File: config.mk
export PLATFORM = sky130hd
export DESIGN_NAME = pc_redirect_ctrl
export DESIGN_NICKNAME = d
export VERILOG_FILES = /design/src/rtl/pc_redirect_ctrl.sv
export SDC_FILE = /design/constraint.sdc
export NUM_CORES = 1
export LEC_CHECK = 0
export BUFFER_PORTS_ARGS = -buffer_cell sky130_fd_sc_hd__buf_2
export CAP_MARGIN = 0
export CORE_ASPECT_RATIO = 0.8
export CORE_MARGIN = 1.5
export CORE_UTILIZATION = 46
export DETAILED_ROUTE_END_ITERATION = 8
export GPL_TIMING_DRIVEN = 0
export PLACE_DENSITY = 0.9
export SYNTH_ARGS = -nofsm -noshare
export SYNTH_HDL_FRONTEND = slang
export SYNTH_SLANG_ARGS = --single-unit
File: constraint.sdc
create_clock -name clk -period 2.58 [get_ports clk]
set_input_delay 0.387 -clock clk [delete_from_list [all_inputs] [get_ports clk]]
set_output_delay 0.387 -clock clk [all_outputs]
set_load 0.03 [all_outputs]
File: src/rtl/pc_redirect_ctrl.sv
// Redirect sequencer between execute/trap sources and the fetch PC mux: arbitration, flush, BTB update.
// Optional macro PC_REDIRECT_PERF_EN adds branch/mispredict/trap performance counters.
module pc_redirect_ctrl #(
  parameter int FLUSH_CYCLES = 2,
  parameter int CNT_W        = 32
) (
  input  logic        clk,
  input  logic        rst,
  input  logic        ex_valid,
  input  logic        ex_modify_pc,
  input  logic [31:0] ex_update_pc,
  input  logic        ex_update_btb,
  input  logic [31:0] ex_pc,
  input  logic [31:0] ex_jump_addr,
  input  logic        ex_taken,
  input  logic        trap_req,
  input  logic [31:0] trap_vec,
  output logic        trap_ack,
  input  logic        fetch_ready,
  output logic        redirect_valid,
  output logic [31:0] redirect_pc,
  output logic        flush_front,
  output logic        flush_ex,
  output logic        btb_wr_en,
  output logic [31:0] btb_wr_pc,
  output logic [31:0] btb_wr_target,
  output logic        btb_wr_taken,
  output logic        busy
`ifdef PC_REDIRECT_PERF_EN
  ,
  output logic [CNT_W-1:0] perf_branches,
  output logic [CNT_W-1:0] perf_mispredicts,
  output logic [CNT_W-1:0] perf_traps
`endif
);

  if (FLUSH_CYCLES < 1 || FLUSH_CYCLES > 15 || CNT_W < 1) begin : g_bad_param
    $error("pc_redirect_ctrl: FLUSH_CYCLES must be 1..15 and CNT_W >= 1");
  end

  typedef enum logic [1:0] {IDLE, REQ, DRAIN} state_e;

  localparam logic [3:0] DRAIN_INIT = 4'(FLUSH_CYCLES - 1);

  state_e      state_q, state_d;
  logic [3:0]  cnt_q, cnt_d;
  logic [31:0] redirect_pc_q, redirect_pc_d;
  logic        trap_ack_q;
  logic        flush_ex_q;
  logic        btb_wr_en_q;
  logic [31:0] btb_wr_pc_q, btb_wr_target_q;
  logic        btb_wr_taken_q;

  logic ex_ev, trap_ev, btb_ev, mispredict_ev;

  // The acknowledge cycle masks the still-held trap level so one request yields one ack.
  assign trap_ev       = trap_req & ~trap_ack_q;
  assign ex_ev         = ex_valid & ex_modify_pc & ~flush_ex_q;
  assign btb_ev        = ex_valid & ex_update_btb & ~flush_ex_q;
  assign mispredict_ev = ex_ev & ~trap_ev & (state_q == IDLE);

  always_ff @(posedge clk) begin
    if (rst) state_q <= IDLE;
    else     state_q <= state_d;
  end

  always_comb begin
    state_d       = state_q;
    cnt_d         = cnt_q;
    redirect_pc_d = redirect_pc_q;
    case (state_q)
      IDLE: begin
        if (trap_ev) begin
          state_d       = REQ;
          redirect_pc_d = trap_vec;
        end else if (ex_ev) begin
          state_d       = REQ;
          redirect_pc_d = ex_update_pc;
        end
      end
      REQ: begin
        if (trap_ev) redirect_pc_d = trap_vec;
        if (fetch_ready) begin
          state_d = DRAIN;
          cnt_d   = DRAIN_INIT;
        end
      end
      DRAIN: begin
        if (trap_ev) begin
          state_d       = REQ;
          redirect_pc_d = trap_vec;
        end else if (cnt_q == 4'd0) begin
          state_d = IDLE;
        end else begin
          cnt_d = cnt_q - 4'd1;
        end
      end
      default: state_d = IDLE;
    endcase
  end

  always_comb begin
    redirect_valid = (state_q == REQ);
    busy           = (state_q != IDLE);
  end

  // Registered flush/ack/data; flush tracks the registered "not idle" condition.
  always_ff @(posedge clk) begin
    if (rst) begin
      cnt_q           <= 4'd0;
      redirect_pc_q   <= 32'd0;
      trap_ack_q      <= 1'b0;
      flush_ex_q      <= 1'b0;
      btb_wr_en_q     <= 1'b0;
      btb_wr_pc_q     <= 32'd0;
      btb_wr_target_q <= 32'd0;
      btb_wr_taken_q  <= 1'b0;
    end else begin
      cnt_q         <= cnt_d;
      redirect_pc_q <= redirect_pc_d;
      trap_ack_q    <= trap_ev;
      flush_ex_q    <= (state_d != IDLE);
      btb_wr_en_q   <= btb_ev;
      if (btb_ev) begin
        btb_wr_pc_q     <= ex_pc;
        btb_wr_target_q <= ex_jump_addr;
        btb_wr_taken_q  <= ex_taken;
      end
    end
  end

  assign redirect_pc   = redirect_pc_q;
  assign trap_ack      = trap_ack_q;
  assign flush_front   = flush_ex_q;
  assign flush_ex      = flush_ex_q;
  assign btb_wr_en     = btb_wr_en_q;
  assign btb_wr_pc     = btb_wr_pc_q;
  assign btb_wr_target = btb_wr_target_q;
  assign btb_wr_taken  = btb_wr_taken_q;

`ifdef PC_REDIRECT_PERF_EN
  logic [CNT_W-1:0] perf_branches_q, perf_mispredicts_q, perf_traps_q;

  always_ff @(posedge clk) begin
    if (rst) begin
      perf_branches_q    <= '0;
      perf_mispredicts_q <= '0;
      perf_traps_q       <= '0;
    end else begin
      if (btb_ev)        perf_branches_q    <= perf_branches_q + 1'b1;
      if (mispredict_ev) perf_mispredicts_q <= perf_mispredicts_q + 1'b1;
      if (trap_ev)       perf_traps_q       <= perf_traps_q + 1'b1;
    end
  end

  assign perf_branches    = perf_branches_q;
  assign perf_mispredicts = perf_mispredicts_q;
  assign perf_traps       = perf_traps_q;
`else
  logic unused_mispredict;
  assign unused_mispredict = mispredict_ev;
`endif

endmodule

==> impl_metrics.yaml <==
run_status:
  status: "completed"
floorplan:
  dieWidth_um: 110
  ios: 239
  dieArea_mm2: 0.00980
  rows: 31
  die_h_um: 88.9
  initial_core_util_pct: 47.1
  core-area_mm2: 0.00900
place:
  numPortBuffers: 238
  dp_hpwl_um: 9540
  dpl.cell_count: 844
  place_area_mm2: 0.00557
  gp_congestion: 0.821
timing:
  tightest_slew_ps: 591
  clock.fmax_mhz: 537
  min_period_ps: 1860
  post-route-period-util_pct: 72.1
  hold_ws_ps: 280
  rsz0062_at_grt: "no"
  fin_worst_skew_ps: 7.61
  finalHoldViolCount: 0
  setup_tns_ps: 0
  maxSlewHeadroom_pct: 60.6
  slew_viol_final: 0
  setup_viol: 0
drt:
  ant_nets: 0
  wl_um: 12200
  post_drt_wl_per_cell_um: 14.2
  drt_iter0_drc: 151
  route.detailed.drc: 0
  wl_met2_um: 6200
  dr.pass1.iters: 4
  num_vias: 4390
  top_layer_used: "met4"
  wl_met3_um: 693
  wl_met1_um: 5060
  drt-vias-per-instance: 5.10
setup_path:
  cp_max_fo: 10
  r2r_cells: 6
  r2r-end: "redirect_pc[31]"
  startpoint: "state_q[0]"
  crit_type: "register to register"
  start_kind: "register"
  rrSetupSlack_ps: 720
  worstPathArrival_ps: 2090
  endpoint: "redirect_pc[31]"
  reg2reg_from: "state_q[0]"
  crit_path_end_kind: "register"
  cp_data_required_time_ps: 2810
hold_path:
  hold_class: "input pin to register"
clock_network:
  cts_setup_buffers: 0
  cts_resized: 0
  clockBufferDepth: 2
  ctsRootBufferMaster: "clkbuf_16"
  h-tree-depth: 3
  hold_buffers: 0
  cts_made_buffers: 9
  cts.sinks: 106
  cts_tree: "done"
  worstSkewPairLatency_ps: 340
  clk_pin_slew_ps: 70
synthesis:
  yosys_warnings: 0
  synth_ff_type: "dfxtp_1"
  syn-cell-area_mm2: 0.00424
  synth.distinct_cells: 34
  synth_area_leaders: "dfxtp_1, a21oi_1, nand2_1"
  syn_inst: 491
  synthesis.nets: 633
  seq_area_frac_synth_pct: 50.1
  synth.ff_latch_count: 106
  async_reset_ff_share_pct: 0
  synth_top_cell_by_area: "dfxtp_1"
  synth_top_cell_area_share_pct: 50.1
  syn-mean-instance-area_um2: 8.63
  synth_edf_count: 0
finish:
  fin_nets: 882
  antennaDiodeCount: 0
  final_core_util_pct: 65.2
  drive_gt1_share_pct: 37.2
  final_cell_mix: "buf_2, nand2_1, dfxtp_1"
  instances_no_fill: 860
  post-route-cell-area_mm2: 0.00587
  final_common_cell: "buf_2"
  multi_input_area_mm2: 0.00190
  register_area_mm2: 0.00212
  fillers: 736
  area_growth_pct: 38.5
power:
  leakagePower_nw: 2.79
  ir_worst_vdd_uv: 418
  p_per_area_mw_per_mm2: 787
global_route:
  antenna_found_initial: 0
  grt_start_max_net_pins: 20
  grt_pass1_vias: 4106
  track_usage_pct: 23.6
  overflow: 0
  grt_pass1_wl_um: 18200
job:
  cap_violations: 0
==> critical path, cell delays in order, from the launching register on <==
cell and delay [ps]:
dfxtp_1 390, inv_1 100, ha_1 350, a21oi_2 270, buf_2 270, a21oi_1 90
a211oi_1 290
==> final cells by class <==
class,instances,area share (%)
Tap cell,115,2.45
Inverter,7,0.448
Multi-Input combinational cell,339,32.4
Timing Repair Buffer,238,20.3
Clock buffer,10,4.07
Buffer,39,3.26
Sequential cell,106,36.2
Clock inverter,6,0.959
==> layer usage <==
metal	track usage, %	vias to the layer above
met3	4.79	26
li1	-	2177
met1	27.2	2020
met5	0	-
met2	43.3	167
met4	8.62	0
==> metrics by stage <==
step	power, W	worst slack [ps]
finish	0.00462	719
floorplan	0.00288	785
global placement	0.00326	809
global route	0.00484	589
detailed placement	0.00331	771
CTS	0.00465	718
==> cells in the mapped netlist (2+ instances only) <==
library cell  number
inv_1              7
a211oi_1          32
buf_1              7
a21oi_1          101
and2_1             2
dfxtp_1          106
nand2_1          134
mux2i_1           32
or3_1              3
ha_1               6
buf_6              3
clkbuf_1          19
buf_2              6
buf_4              3
nor2_1             4
or4_1              2
o21ai_0            7
==> sequential cells by signal (all words and copies together), names as in the netlist <==
signal and cells:
btb_wr_pc 32, btb_wr_target 32, redirect_pc 32, cnt_q 4, state_q 2, btb_wr_en 1, btb_wr_taken 1, flush_ex 1
trap_ack 1
==> logic make-up after synthesis <==
| group | Yosys count | synth area share [%] |
|---|---|---|
| AO/OA/AOI/OAI | 148 | 20.4 |
| adder cells (fa/ha/maj) | 6 | 1.77 |
| buffers and inverters | 46 | 5.14 |
| flip-flops | 106 | 50.1 |
| multiplexers | 32 | 7.56 |
| AND/OR/NAND/NOR | 153 | 15.1 |
==> worst min path at each step <==
stage / start / to / slack (ps) / cells after the start
CTS: ex_jump_addr[21] / btb_wr_target[21] / 270 / 3
finish: ex_pc[9] / btb_wr_pc[9] / 280 / 3
detailed placement: btb_wr_target[23] / btb_wr_target[23] / 440 / 2
global route: ex_pc[4] / btb_wr_pc[4] / 270 / 3
global placement: btb_wr_pc[19] / btb_wr_pc[19] / 440 / 2
floorplan: cnt_q[3] / cnt_q[3] / 450 / 2
==> power breakdown <==
part / switching [W] / leakage (nW) / internal (W) / total (W)
logic: 0.000875 / 1.78 / 0.000485 / 0.00136
registers: 0.000105 / 0.870 / 0.00182 / 0.00192
clock network: 0.000633 / 0.144 / 0.000704 / 0.00134
Power figures use the tool's default switching activity.
